`src/rtl/pipe_pkg.sv`:
```
// Shared types and constants for the F/D/E pipeline register bank.
package pipe_pkg;

   localparam int unsigned RESULT_SRC_W = 2;
   localparam int unsigned ALU_CTRL_W   = 3;

   localparam logic [31:0] NOP_INSTR_DEFAULT = 32'h0000_0013;

   typedef struct packed {
      logic [31:0]             RD1;
      logic [31:0]             RD2;
      logic [31:0]             PC;
      logic [31:0]             PCPlus4;
      logic [31:0]             ImmExt;
      logic [4:0]              Rs1;
      logic [4:0]              Rs2;
      logic [4:0]              Rd;
      logic                    RegWrite;
      logic                    MemWrite;
      logic                    Jump;
      logic                    Branch;
      logic                    ALUSrc;
      logic [RESULT_SRC_W-1:0] ResultSrc;
      logic [ALU_CTRL_W-1:0]   ALUControl;
   } de_t;

   typedef struct packed {
      logic        valid;
      logic [31:0] instr;
      logic [31:0] pc;
      logic [31:0] pc_plus4;
   } fd_t;

   typedef struct packed {
      logic valid;
      de_t  de;
   } de_reg_t;

endpackage

```
`src/rtl/pipe_regs_fde_flopenrc.sv`:
```
// Width-parameterised flop with synchronous reset, enable and synchronous clear.
// Clear outranks enable and loads the same value as reset.
module flopenrc #(
   parameter int unsigned       Width    = 32,
   parameter logic [Width-1:0]  ResetVal = '0
) (
   input  logic             clk_i,
   input  logic             reset_i,
   input  logic             en_i,
   input  logic             clr_i,
   input  logic [Width-1:0] d_i,
   output logic [Width-1:0] q_o
);

   logic [Width-1:0] q_q;

   always_ff @(posedge clk_i) begin
      if (reset_i || clr_i) begin
         q_q <= ResetVal;
      end else if (en_i) begin
         q_q <= d_i;
      end
   end

   assign q_o = q_q;

endmodule

```
`src/rtl/pipe_regs_fde.sv`:
```
// PC, F/D and D/E pipeline registers with stall/flush handling and valid tracking.
// Optional stall/flush event counters are built when PIPE_PERF_CNT_EN is defined.
module pipe_regs_fde
   import pipe_pkg::*;
#(
   parameter logic [31:0] RESET_PC  = 32'h0000_0000,
   parameter logic [31:0] NOP_INSTR = NOP_INSTR_DEFAULT
) (
   input  logic        clk,
   input  logic        reset,
   input  logic        StallF,
   input  logic        StallD,
   input  logic        FlushD,
   input  logic        FlushE,
   input  logic [31:0] PCNextF,
   input  logic [31:0] InstrF,
   input  logic [31:0] PCPlus4F,
   output logic [31:0] PCF,
   output logic [31:0] InstrD,
   output logic [31:0] PCD,
   output logic [31:0] PCPlus4D,
   output logic        ValidD,
   input  de_t         de_in,
   output de_t         de_out,
   output logic        ValidE,
   output logic [31:0] StallCnt,
   output logic [31:0] FlushDCnt,
   output logic [31:0] FlushECnt
);

   localparam fd_t FdBubble = '{valid: 1'b0, instr: NOP_INSTR, pc: 32'h0, pc_plus4: 32'h0};

   fd_t     fd_d, fd_q;
   de_reg_t de_d, de_q;

   flopenrc #(
      .Width    (32),
      .ResetVal (RESET_PC)
   ) u_pc_reg (
      .clk_i   (clk),
      .reset_i (reset),
      .en_i    (!StallF),
      .clr_i   (1'b0),
      .d_i     (PCNextF),
      .q_o     (PCF)
   );

   assign fd_d = '{valid: 1'b1, instr: InstrF, pc: PCF, pc_plus4: PCPlus4F};

   flopenrc #(
      .Width    ($bits(fd_t)),
      .ResetVal (FdBubble)
   ) u_fd_reg (
      .clk_i   (clk),
      .reset_i (reset),
      .en_i    (!StallD),
      .clr_i   (FlushD),
      .d_i     (fd_d),
      .q_o     (fd_q)
   );

   assign InstrD   = fd_q.instr;
   assign PCD      = fd_q.pc;
   assign PCPlus4D = fd_q.pc_plus4;
   assign ValidD   = fd_q.valid;

   // E has no stall: it loads every cycle unless bubbled.
   assign de_d = '{valid: fd_q.valid, de: de_in};

   flopenrc #(
      .Width    ($bits(de_reg_t)),
      .ResetVal ('0)
   ) u_de_reg (
      .clk_i   (clk),
      .reset_i (reset),
      .en_i    (1'b1),
      .clr_i   (FlushE),
      .d_i     (de_d),
      .q_o     (de_q)
   );

   assign de_out = de_q.de;
   assign ValidE = de_q.valid;

`ifdef PIPE_PERF_CNT_EN
   logic [31:0] stall_cnt_q, stall_cnt_d;
   logic [31:0] flushd_cnt_q, flushd_cnt_d;
   logic [31:0] flushe_cnt_q, flushe_cnt_d;

   always_comb begin
      stall_cnt_d  = stall_cnt_q;
      flushd_cnt_d = flushd_cnt_q;
      flushe_cnt_d = flushe_cnt_q;
      if (StallF || StallD) stall_cnt_d = stall_cnt_q + 32'd1;
      if (FlushD)           flushd_cnt_d = flushd_cnt_q + 32'd1;
      // Only squashes of a real instruction count, not bubbles being bubbled.
      if (FlushE && fd_q.valid) flushe_cnt_d = flushe_cnt_q + 32'd1;
   end

   always_ff @(posedge clk) begin
      if (reset) begin
         stall_cnt_q  <= 32'h0;
         flushd_cnt_q <= 32'h0;
         flushe_cnt_q <= 32'h0;
      end else begin
         stall_cnt_q  <= stall_cnt_d;
         flushd_cnt_q <= flushd_cnt_d;
         flushe_cnt_q <= flushe_cnt_d;
      end
   end

   assign StallCnt  = stall_cnt_q;
   assign FlushDCnt = flushd_cnt_q;
   assign FlushECnt = flushe_cnt_q;
`else
   assign StallCnt  = 32'h0;
   assign FlushDCnt = 32'h0;
   assign FlushECnt = 32'h0;
`endif

endmodule

```
`config.mk`:
```
export PLATFORM = sky130hd
export DESIGN_NAME = pipe_regs_fde
export DESIGN_NICKNAME = d
export VERILOG_FILES = /design/src/rtl/pipe_pkg.sv /design/src/rtl/pipe_regs_fde_flopenrc.sv /design/src/rtl/pipe_regs_fde.sv
export SDC_FILE = /design/constraint.sdc
export NUM_CORES = 1
export LEC_CHECK = 0
export ABC_AREA = 1
export CORE_AREA = 5 5 269 271
export DETAILED_ROUTE_END_ITERATION = 10
export DIE_AREA = 0 0 274 276
export PLACE_DENSITY = 0.57
export RECOVER_POWER = 25
export SETUP_SLACK_MARGIN = 0.15
export SYNTH_ARGS = -nofsm -noshare
export SYNTH_HDL_FRONTEND = slang
export SYNTH_HIERARCHICAL = 1
export SYNTH_SLANG_ARGS = --single-unit
export TNS_END_PERCENT = 50
```
`constraint.sdc`:
```
create_clock -name clk -period 1.5 [get_ports clk]
set_clock_uncertainty 0.2 [all_clocks]
set_input_delay 0.45 -clock clk [delete_from_list [all_inputs] [get_ports clk]]
set_output_delay 0.45 -clock clk [all_outputs]
set_load 0.02 [all_outputs]
```
==> results.cfg, run 1 <==
[setup_path]
reg2reg_to = u_fd_reg/q_o[41]$_SDFFE_PP0P_
rr_startpoint = u_pc_reg/q_o[9]$_SDFFE_PP0P_
cp.required_ns = 0.85
cpPeakStageDelay_ns = 0.38
critPathKind = flip-flop to output pin
r2r_cells = 5
crit_family = flip-flops
cp_slowest_cell = dfxtp_4
crit_arrival_ns = 1.04
r2r_slack_ns = 0.49
crit_start = u_de_reg/q_o[2]$_SDFFE_PP0P_
cp_num_buf_inv = 1
end_kind = output pin
cp_cell_sequence = buf_6
start_kind = flip-flop
critPathMaxFanout = 2

[placed_design]
dp_cells = 3637
port_buffers = 601
place_congestion = 0.8178
place_area_sq_um = 20820
hpwl_um = 36300

[outcome]
violations = setup timing
status = complete, but fails checks

[global_routing]
grt_pass1_vias = 13060
grt_max_degree = 173
grt-ovfl-total = 0
grt_first_pass_wirelength_um = 74600
grt_usage_pct = 12.32
antenna_found_initial = 5

[route]
antenna_left = 0
wl_um = 49960
drt_first_iter_violations = 549
drc = 0
viasPerCell = 3.590
drt-pass1-iter-count = 5
via_count = 13540
post_drt_wl_per_cell_um = 13.25

[power_and_ir_drop]
swShare_pct = 26.81
power_frac_comb_pct = 18.2
power_frac_seq_pct = 41.0
vdd_drop_max_mv = 0.7120
internal-power_uw = 16150
cellLeakagePower_uw = 0.01170
switching_power_uw = 5913
pwr_density_cell_nw_per_um2 = 947.0
power_frac_clock_pct = 40.8

[floorplanning]
ios = 698
initial_core_util_pct = 19.48
core_area_sq_um = 69540
dieArea_sq_um = 75620
die-height_um = 276
die_w_um = 274
rows = 97

[cells_and_area]
fillers = 7551
layout.nets = 3092
final-seq-area_sq_um = 6715
finalNonFillerCells = 3771
final_common_cell = nand2_1
fin_util_pct = 33.49
area_delta_synth_final_pct = 71.91
final_cell_mix = nand2_1 (630), nor2_1 (624), buf_6 (315)
drive_above_1_share_pct = 30.57
final_cell_area_sq_um = 23290
multiInputGateArea_sq_um = 5135

[sta]
final.period_utilization_pct = 112.5
finalCriticalPeriod_ns = 1.688
setup_violations = 443
finalSetupTns_ns = -50.44
rsz0062_at_grt = true
clock.fmax_ghz = 0.5925
final.setup.worst_slack_ns = -0.1877
finalHoldViolCount = 0
worst_slew_pin_slew_ns = 0.6868
relSlewSlack_pct = 54.22
report.final.slew_viol_count = 0

[clock_tree]
cts_tree = built
h-tree-depth = 2
path_clk_slew_ns = 0.06
cts_buffers = 38
cts_sinks = 315
cts_root_buffer = clkbuf_16
cts_buffer_depth = 3
cts_hold_buf = 0
clk_latency_ns = 0.54

[job]
drv_cap = 0

[worst_hold_path]
hold_path.class = flip-flop to flip-flop
hold_path_end = u_fd_reg/q_o[65]$_SDFFE_PP1P_
min_from = u_fd_reg/q_o[65]$_SDFFE_PP1P_
min_path_cells = 2

[logic_synthesis]
ys_seq_area_share_pct = 46.54
yosys_warnings = 6
synth_area_per_cell_sq_um = 6.483
syn_inst = 2090
synth.ff_latch_count = 315
synth_cell_types = 13
synthesis.area_sq_um = 13550
-- cell usage after synthesis (all sizes together) --
| master | count | area [sq um] |
|---|---|---|
| conb | 2 | 7.510 |
| nand3 | 3 | 15.01 |
| clkbuf | 10 | 37.54 |
| nand2 | 630 | 2365 |
| buf | 188 | 1265 |
| dfxtp | 315 | 6306 |
| nor2 | 627 | 2371 |
| inv | 315 | 1182 |
-- flip-flops by register name, summed over array words and instances, names as in the netlist --
register      flops
u_fd_reg/q_o     97
u_de_reg/q_o    186
u_pc_reg/q_o     32
-- through the flow --
step | total power, uW | hold WS [ns] | worst slack [ns]
floorplan | 11160 | 0.3415 | 0.1589
detailed placement | 12900 | 0.2446 | -0.5486
global route | 23180 | 0.2699 | -0.2380
global placement | 12900 | 0.2433 | -0.5186
CTS | 22350 | 0.2309 | -0.2504
finish | 22060 | 0.2552 | -0.1877
-- worst max path at each step --
| stage | endpoint | cells after the start |
|---|---|---|
| after floorplan | u_de_reg/q_o[143]$_SDFFE_PP0P_ | 5 |
| after global placement | u_de_reg/q_o[145]$_SDFFE_PP0P_ | 6 |
| after detailed placement | u_de_reg/q_o[114]$_SDFFE_PP0P_ | 6 |
| after CTS | de_out[2] | 1 |
| after global routing | de_out[2] | 1 |
| final | de_out[2] | 1 |
-- cell type report --
cell class	instances	share of cell area, %
well taps	940	5.049
clock buffers	55	4.835
multi-input cells	1361	22.05
clock inverters	10	0.3599
diodes	1	0.01074
repair buffers	774	33.77
flip-flops and latches	315	28.83
inverters	315	5.098
-- cells by family (layout without fill, tap and decap cells) --
| family | after synthesis | count (layout) | share of synthesized area [%] |
|---|---|---|---|
| other | 2 | 102 | 0.05543 |
| buffers and inverters | 513 | 1154 | 18.34 |
| flip-flops | 315 | 315 | 46.54 |
| AND/OR/NAND/NOR | 1260 | 1260 | 35.06 |
-- power by group through the flow --
stage / Combinational [uW] / Sequential [uW] / Clock [uW]
finish: 4020 / 9040 / 8990
global route: 4410 / 9080 / 9690
CTS: 3910 / 9030 / 9400
detailed placement: 3810 / 9090 / 0
global placement: 3820 / 9080 / 0
floorplan: 1640 / 9520 / 0
-- layer usage --
layer  share of wire, %  GRT usage [%]  up-vias
met3                 12          5.705       75
met5               0.10              0        -
met4                2.7          3.738        8
li1                   -              -     7146
met2                 47          21.27      485
met1                 39          13.50     5824
-- repair_timing --
action,in CTS,in global routing
pin swaps,0,2
endpoints found under the setup margin,510,573
resized for setup,2084,70
buffers inserted,17,51
(Power assumes the default switching activity.)
==> run 2: changes to the inputs <==
CORE_AREA = 5 5 267 269   (was 5 5 269 271)
DIE_AREA = 0 0 272 274   (was 0 0 274 276)
PLACE_DENSITY = 0.59   (was 0.57)
clock period = 1.4 ns   (was 1.5 ns; I/O delays follow)
==> results.cfg, run 2 (same netlist as run 1, synthesis figures left out) <==
[clock_tree]
cts_sinks = 315
cts_buffers = 40
cts_hold_buf = 0
h-tree-depth = 2
path_clk_slew_ns = 0.06
cts_buffer_depth = 3
cts_tree = built
clk_latency_ns = 0.54
cts_root_buffer = clkbuf_16

[floorplanning]
ios = 698
die-height_um = 274
initial_core_util_pct = 19.82
die_w_um = 272
dieArea_sq_um = 74530
core_area_sq_um = 68350
rows = 96

[setup_path]
cp_cell_sequence = buf_8
cp.required_ns = 0.78
crit_family = flip-flops
critPathMaxFanout = 2
cp_slowest_cell = dfxtp_4
critPathKind = flip-flop to output pin
r2r_slack_ns = 0.23
cp_num_cells = 1
start_kind = flip-flop
crit_arrival_ns = 1.06
cp_num_buf_inv = 1
r2r_cells = 6
cpPeakStageDelay_ns = 0.38
end_kind = output pin

[sta]
rsz0062_at_grt = true
clock.fmax_ghz = 0.5955
setup_violations = 557
final.setup.worst_slack_ns = -0.2794
worst_slew_pin_slew_ns = 0.7735
relSlewSlack_pct = 48.43
final.period_utilization_pct = 120.0
finalHoldViolCount = 0
finalSetupTns_ns = -85.57
report.final.slew_viol_count = 0
finalCriticalPeriod_ns = 1.679

[route]
drt-pass1-iter-count = 5
viasPerCell = 3.607
drc = 0
antenna_left = 0
drt_first_iter_violations = 659
wl_um = 50810
post_drt_wl_per_cell_um = 13.69
via_count = 13390

[global_routing]
grt_first_pass_wirelength_um = 73140
globalRouteMet2Util_pct = 21.58
met1_usage_pct = 14.60
grt_usage_pct = 12.46
grt_pass1_vias = 12400
antenna_found_initial = 2
grt_max_degree = 173
grt-ovfl-total = 0
grt_busiest_layer = met2
use_met3_pct = 4.051

[placed_design]
place_area_sq_um = 20560
place_congestion = 0.8224
port_buffers = 601
hpwl_um = 37110
place_ws_ns = -0.6095

[cells_and_area]
final_cell_area_sq_um = 23300
final_cell_mix = nand2_1 (630), nor2_1 (626), inv_1 (312)
final_common_cell = nand2_1
area_delta_synth_final_pct = 71.99
drive_above_1_share_pct = 30.26
layout.nets = 3086
largest_reg_flops = 186
fin_util_pct = 34.10

[power_and_ir_drop]
cellLeakagePower_uw = 0.01172
vdd_drop_max_mv = 0.7092
power_uw = 24280
pwr_density_cell_nw_per_um2 = 1042

[outcome]
violations = setup timing
status = complete, but fails checks

[job]
drv_cap = 0

[worst_hold_path]
min_path_cells = 4
hold_path.class = input pin to flip-flop
[run 2: changes by cell type in the layout (fill, tap and decap cells not counted), moves of 3 or more]
| cell | change |
|---|---|
| buf_4 | -4 |
| buf_12 | +6 |
| clkbuf_8 | -4 |
| inv_6 | +3 |
| buf_6 | -9 |
| clkbuf_1 | +6 |
[run 2: power by group]
group,switching (uW),internal [uW]
registers,268,9420
clock network,4150,6120
logic,2180,2140
[run 2: stage by stage]
step,cells,hold slack [ns]
2_1_floorplan,2189,0.3415
3_3_place_gp,3556,0.2440
3_5_place_dp,3556,0.2493
4_1_cts,3654,0.2020
5_1_grt,3711,0.1936
6_report,3712,0.1672
[run 2: metal layers]
| layer | vias up | share of wire, % |
|---|---|---|
| met2 | 367 | 49 |
| met5 | - | 0.053 |
| met4 | 4 | 3.0 |
| li1 | 7149 | - |
| met1 | 5794 | 41 |
| met3 | 77 | 7.2 |
[run 2: worst reg2reg max path: stages, from the launching register on]
cell and delay [ns]:
dfxtp_2 0.32, buf_4 0.13, buf_4 0.12, inv_1 0.04
nand2_1 0.11, nand2_1 0.10, nor2_1 0.04
[run 2: layout make-up]
class | count | area [sq um]
Tap cell | 882 | 1104
Clock buffer | 56 | 1111
Antenna cell | 1 | 2.502
Multi-Input combinational cell | 1361 | 5120
Timing Repair Buffer | 766 | 7888
Inverter | 315 | 1187
Fill cell | 7277 | 45040
Sequential cell | 315 | 6710
Clock inverter | 16 | 181.4
[run 2: worst paths after layout]
| kind | endpoint | startpoint |
|---|---|---|
| setup / recovery | PCPlus4D[18] | u_fd_reg/q_o[18]$_SDFFE_PP0P_ |
| hold / removal | u_fd_reg/q_o[39]$_SDFFE_PP0P_ | StallD |
| setup reg to reg | u_fd_reg/q_o[46]$_SDFFE_PP0P_ | u_pc_reg/q_o[14]$_SDFFE_PP0P_ |
| hold reg to reg | u_fd_reg/q_o[68]$_SDFFE_PP1P_ | u_fd_reg/q_o[68]$_SDFFE_PP1P_ |
[run 2: timing repair]
action	in CTS	in global routing
setup buffers	26	57
pin swaps	0	2
endpoints found under the hold margin	0	0
gates resized for setup	2013	11
setup endpoints to repair	579	605
==> run 3: changes to the inputs <==
PLACE_DENSITY = 0.58   (was 0.59)
clock period = 2 ns   (was 1.4 ns; I/O delays follow)
==> results.cfg, run 3 (same netlist as run 1, synthesis figures left out) <==
[setup_path]
end_kind = flip-flop
crit_arrival_ns = 2.15
critPathKind = input pin to flip-flop
critPathMaxFanout = 14
r2r_cells = 4
start_kind = input pin
cp.required_ns = 2.27
r2r_slack_ns = 1.01

[cells_and_area]
final_cell_area_sq_um = 21900
area_delta_synth_final_pct = 61.64
largest_reg_flops = 186
final_common_cell = nand2_1
drive_above_1_share_pct = 23.37
layout.nets = 2999
final_cell_mix = nand2_1 (630), nor2_1 (626), inv_1 (312)
finalNonFillerCells = 3622
fin_util_pct = 32.04

[route]
antenna_left = 0
drc = 0
viasPerCell = 3.666
via_count = 13280
post_drt_wl_per_cell_um = 13.59
drt-pass1-iter-count = 4
wl_um = 49230
drt_first_iter_violations = 531

[floorplanning]
rows = 96
dieArea_sq_um = 74530
initial_core_util_pct = 19.82
ios = 698
core_area_sq_um = 68350
die_w_um = 272
die-height_um = 274

[sta]
final.period_utilization_pct = 93.99
final.setup.worst_slack_ns = 0.1203
finalCriticalPeriod_ns = 1.880
finalHoldViolCount = 0
report.final.slew_viol_count = 0
clock.fmax_ghz = 0.5320
setup_violations = 0
rsz0062_at_grt = true

[placed_design]
place_ws_ns = -0.2146
place_area_sq_um = 20410
place_congestion = 0.7894
hpwl_um = 35920
dp_cells = 3527
port_buffers = 601

[global_routing]
grt_usage_pct = 12.17
antenna_found_initial = 2
grt_pass1_vias = 12400
grt_first_pass_wirelength_um = 72340
grt_max_degree = 173
grt-ovfl-total = 0

[worst_hold_path]
hold_path.class = flip-flop to flip-flop
min_path_cells = 2

[power_and_ir_drop]
pwr_density_cell_nw_per_um2 = 753.5
vdd_drop_max_mv = 0.5404
cellLeakagePower_uw = 0.01102
power_uw = 16500

[clock_tree]
cts_root_buffer = clkbuf_16
cts_sinks = 315
cts_buffer_depth = 3
cts_buffers = 39
clk_latency_ns = 0.54
cts_tree = built
h-tree-depth = 2
path_clk_slew_ns = 0.05

[job]
drv_cap = 0

[outcome]
status = finished clean
==> run 3: changes by cell type in the layout (fill, tap and decap cells not counted), moves of 4 or more <==
cell	delta
buf_4	+14
dfxtp_4	+7
dfxtp_1	+124
dfxtp_2	-131
buf_6	-120
buf_2	+11
clkbuf_2	+4
clkdlybuf4s50_1	+5
==> run 3: final timing paths <==
path                                  from                        endpoint
max reg2reg  u_fd_reg/q_o[96]$_SDFFE_PP0P_  u_de_reg/q_o[185]$_SDFFE_PP0P_
min reg2reg  u_fd_reg/q_o[68]$_SDFFE_PP1P_   u_fd_reg/q_o[68]$_SDFFE_PP1P_
min          u_fd_reg/q_o[68]$_SDFFE_PP1P_   u_fd_reg/q_o[68]$_SDFFE_PP1P_
max                                  reset  u_de_reg/q_o[180]$_SDFFE_PP0P_
==> run 3: power by group <==
group	switching [uW]	internal [uW]
clock	2850	4070
sequential	181	6570
combinational	1490	1340
==> run 3: final cells by class <==
| class | instances | area, sq um |
|---|---|---|
| tap | 882 | 1104 |
| clock inverter | 17 | 157.7 |
| timing repair buffer | 680 | 6676 |
| inverter | 315 | 1187 |
| multi-input combinational | 1361 | 5120 |
| antenna | 2 | 5.005 |
| clock buffer | 50 | 1079 |
| fill | 7479 | 46440 |
| sequential | 315 | 6573 |
==> run 3: what timing repair did <==
item                                    in CTS  in global routing
hold buffers                                 0                  0
hold endpoints to repair                     0                  0
gates cloned                                 0                  0
gates resized for setup                   1269                764
buffers inserted                             7                 19
endpoints found under the setup margin     315                315
==> run 3: critical path, cell delays in order <==
cell             delay (ns)
clkdlybuf4s50_1        0.45
nor2_1                 0.40
buf_12                 0.24
clkbuf_1               0.22
nand2_1                0.10
nor2_1                 0.10
==> run 3: layer usage <==
metal  part of all wire, %  vias up  GRT usage [%]
met2                    46      476          20.60
met1                    40     5763          13.74
met4                   2.6        2          3.634
li1                      -     6968              -
met3                    11       68          5.662
met5                 0.026        -              0
==> run 3: per-stage QoR <==
step | setup TNS, ns | hold WS (ns)
after floorplan | 0 | 0.3415
after global placement | -36.48 | 0.2381
after detailed placement | -39.88 | 0.2429
after CTS | 0 | 0.2517
after global routing | 0 | 0.2777
final | 0 | 0.2549
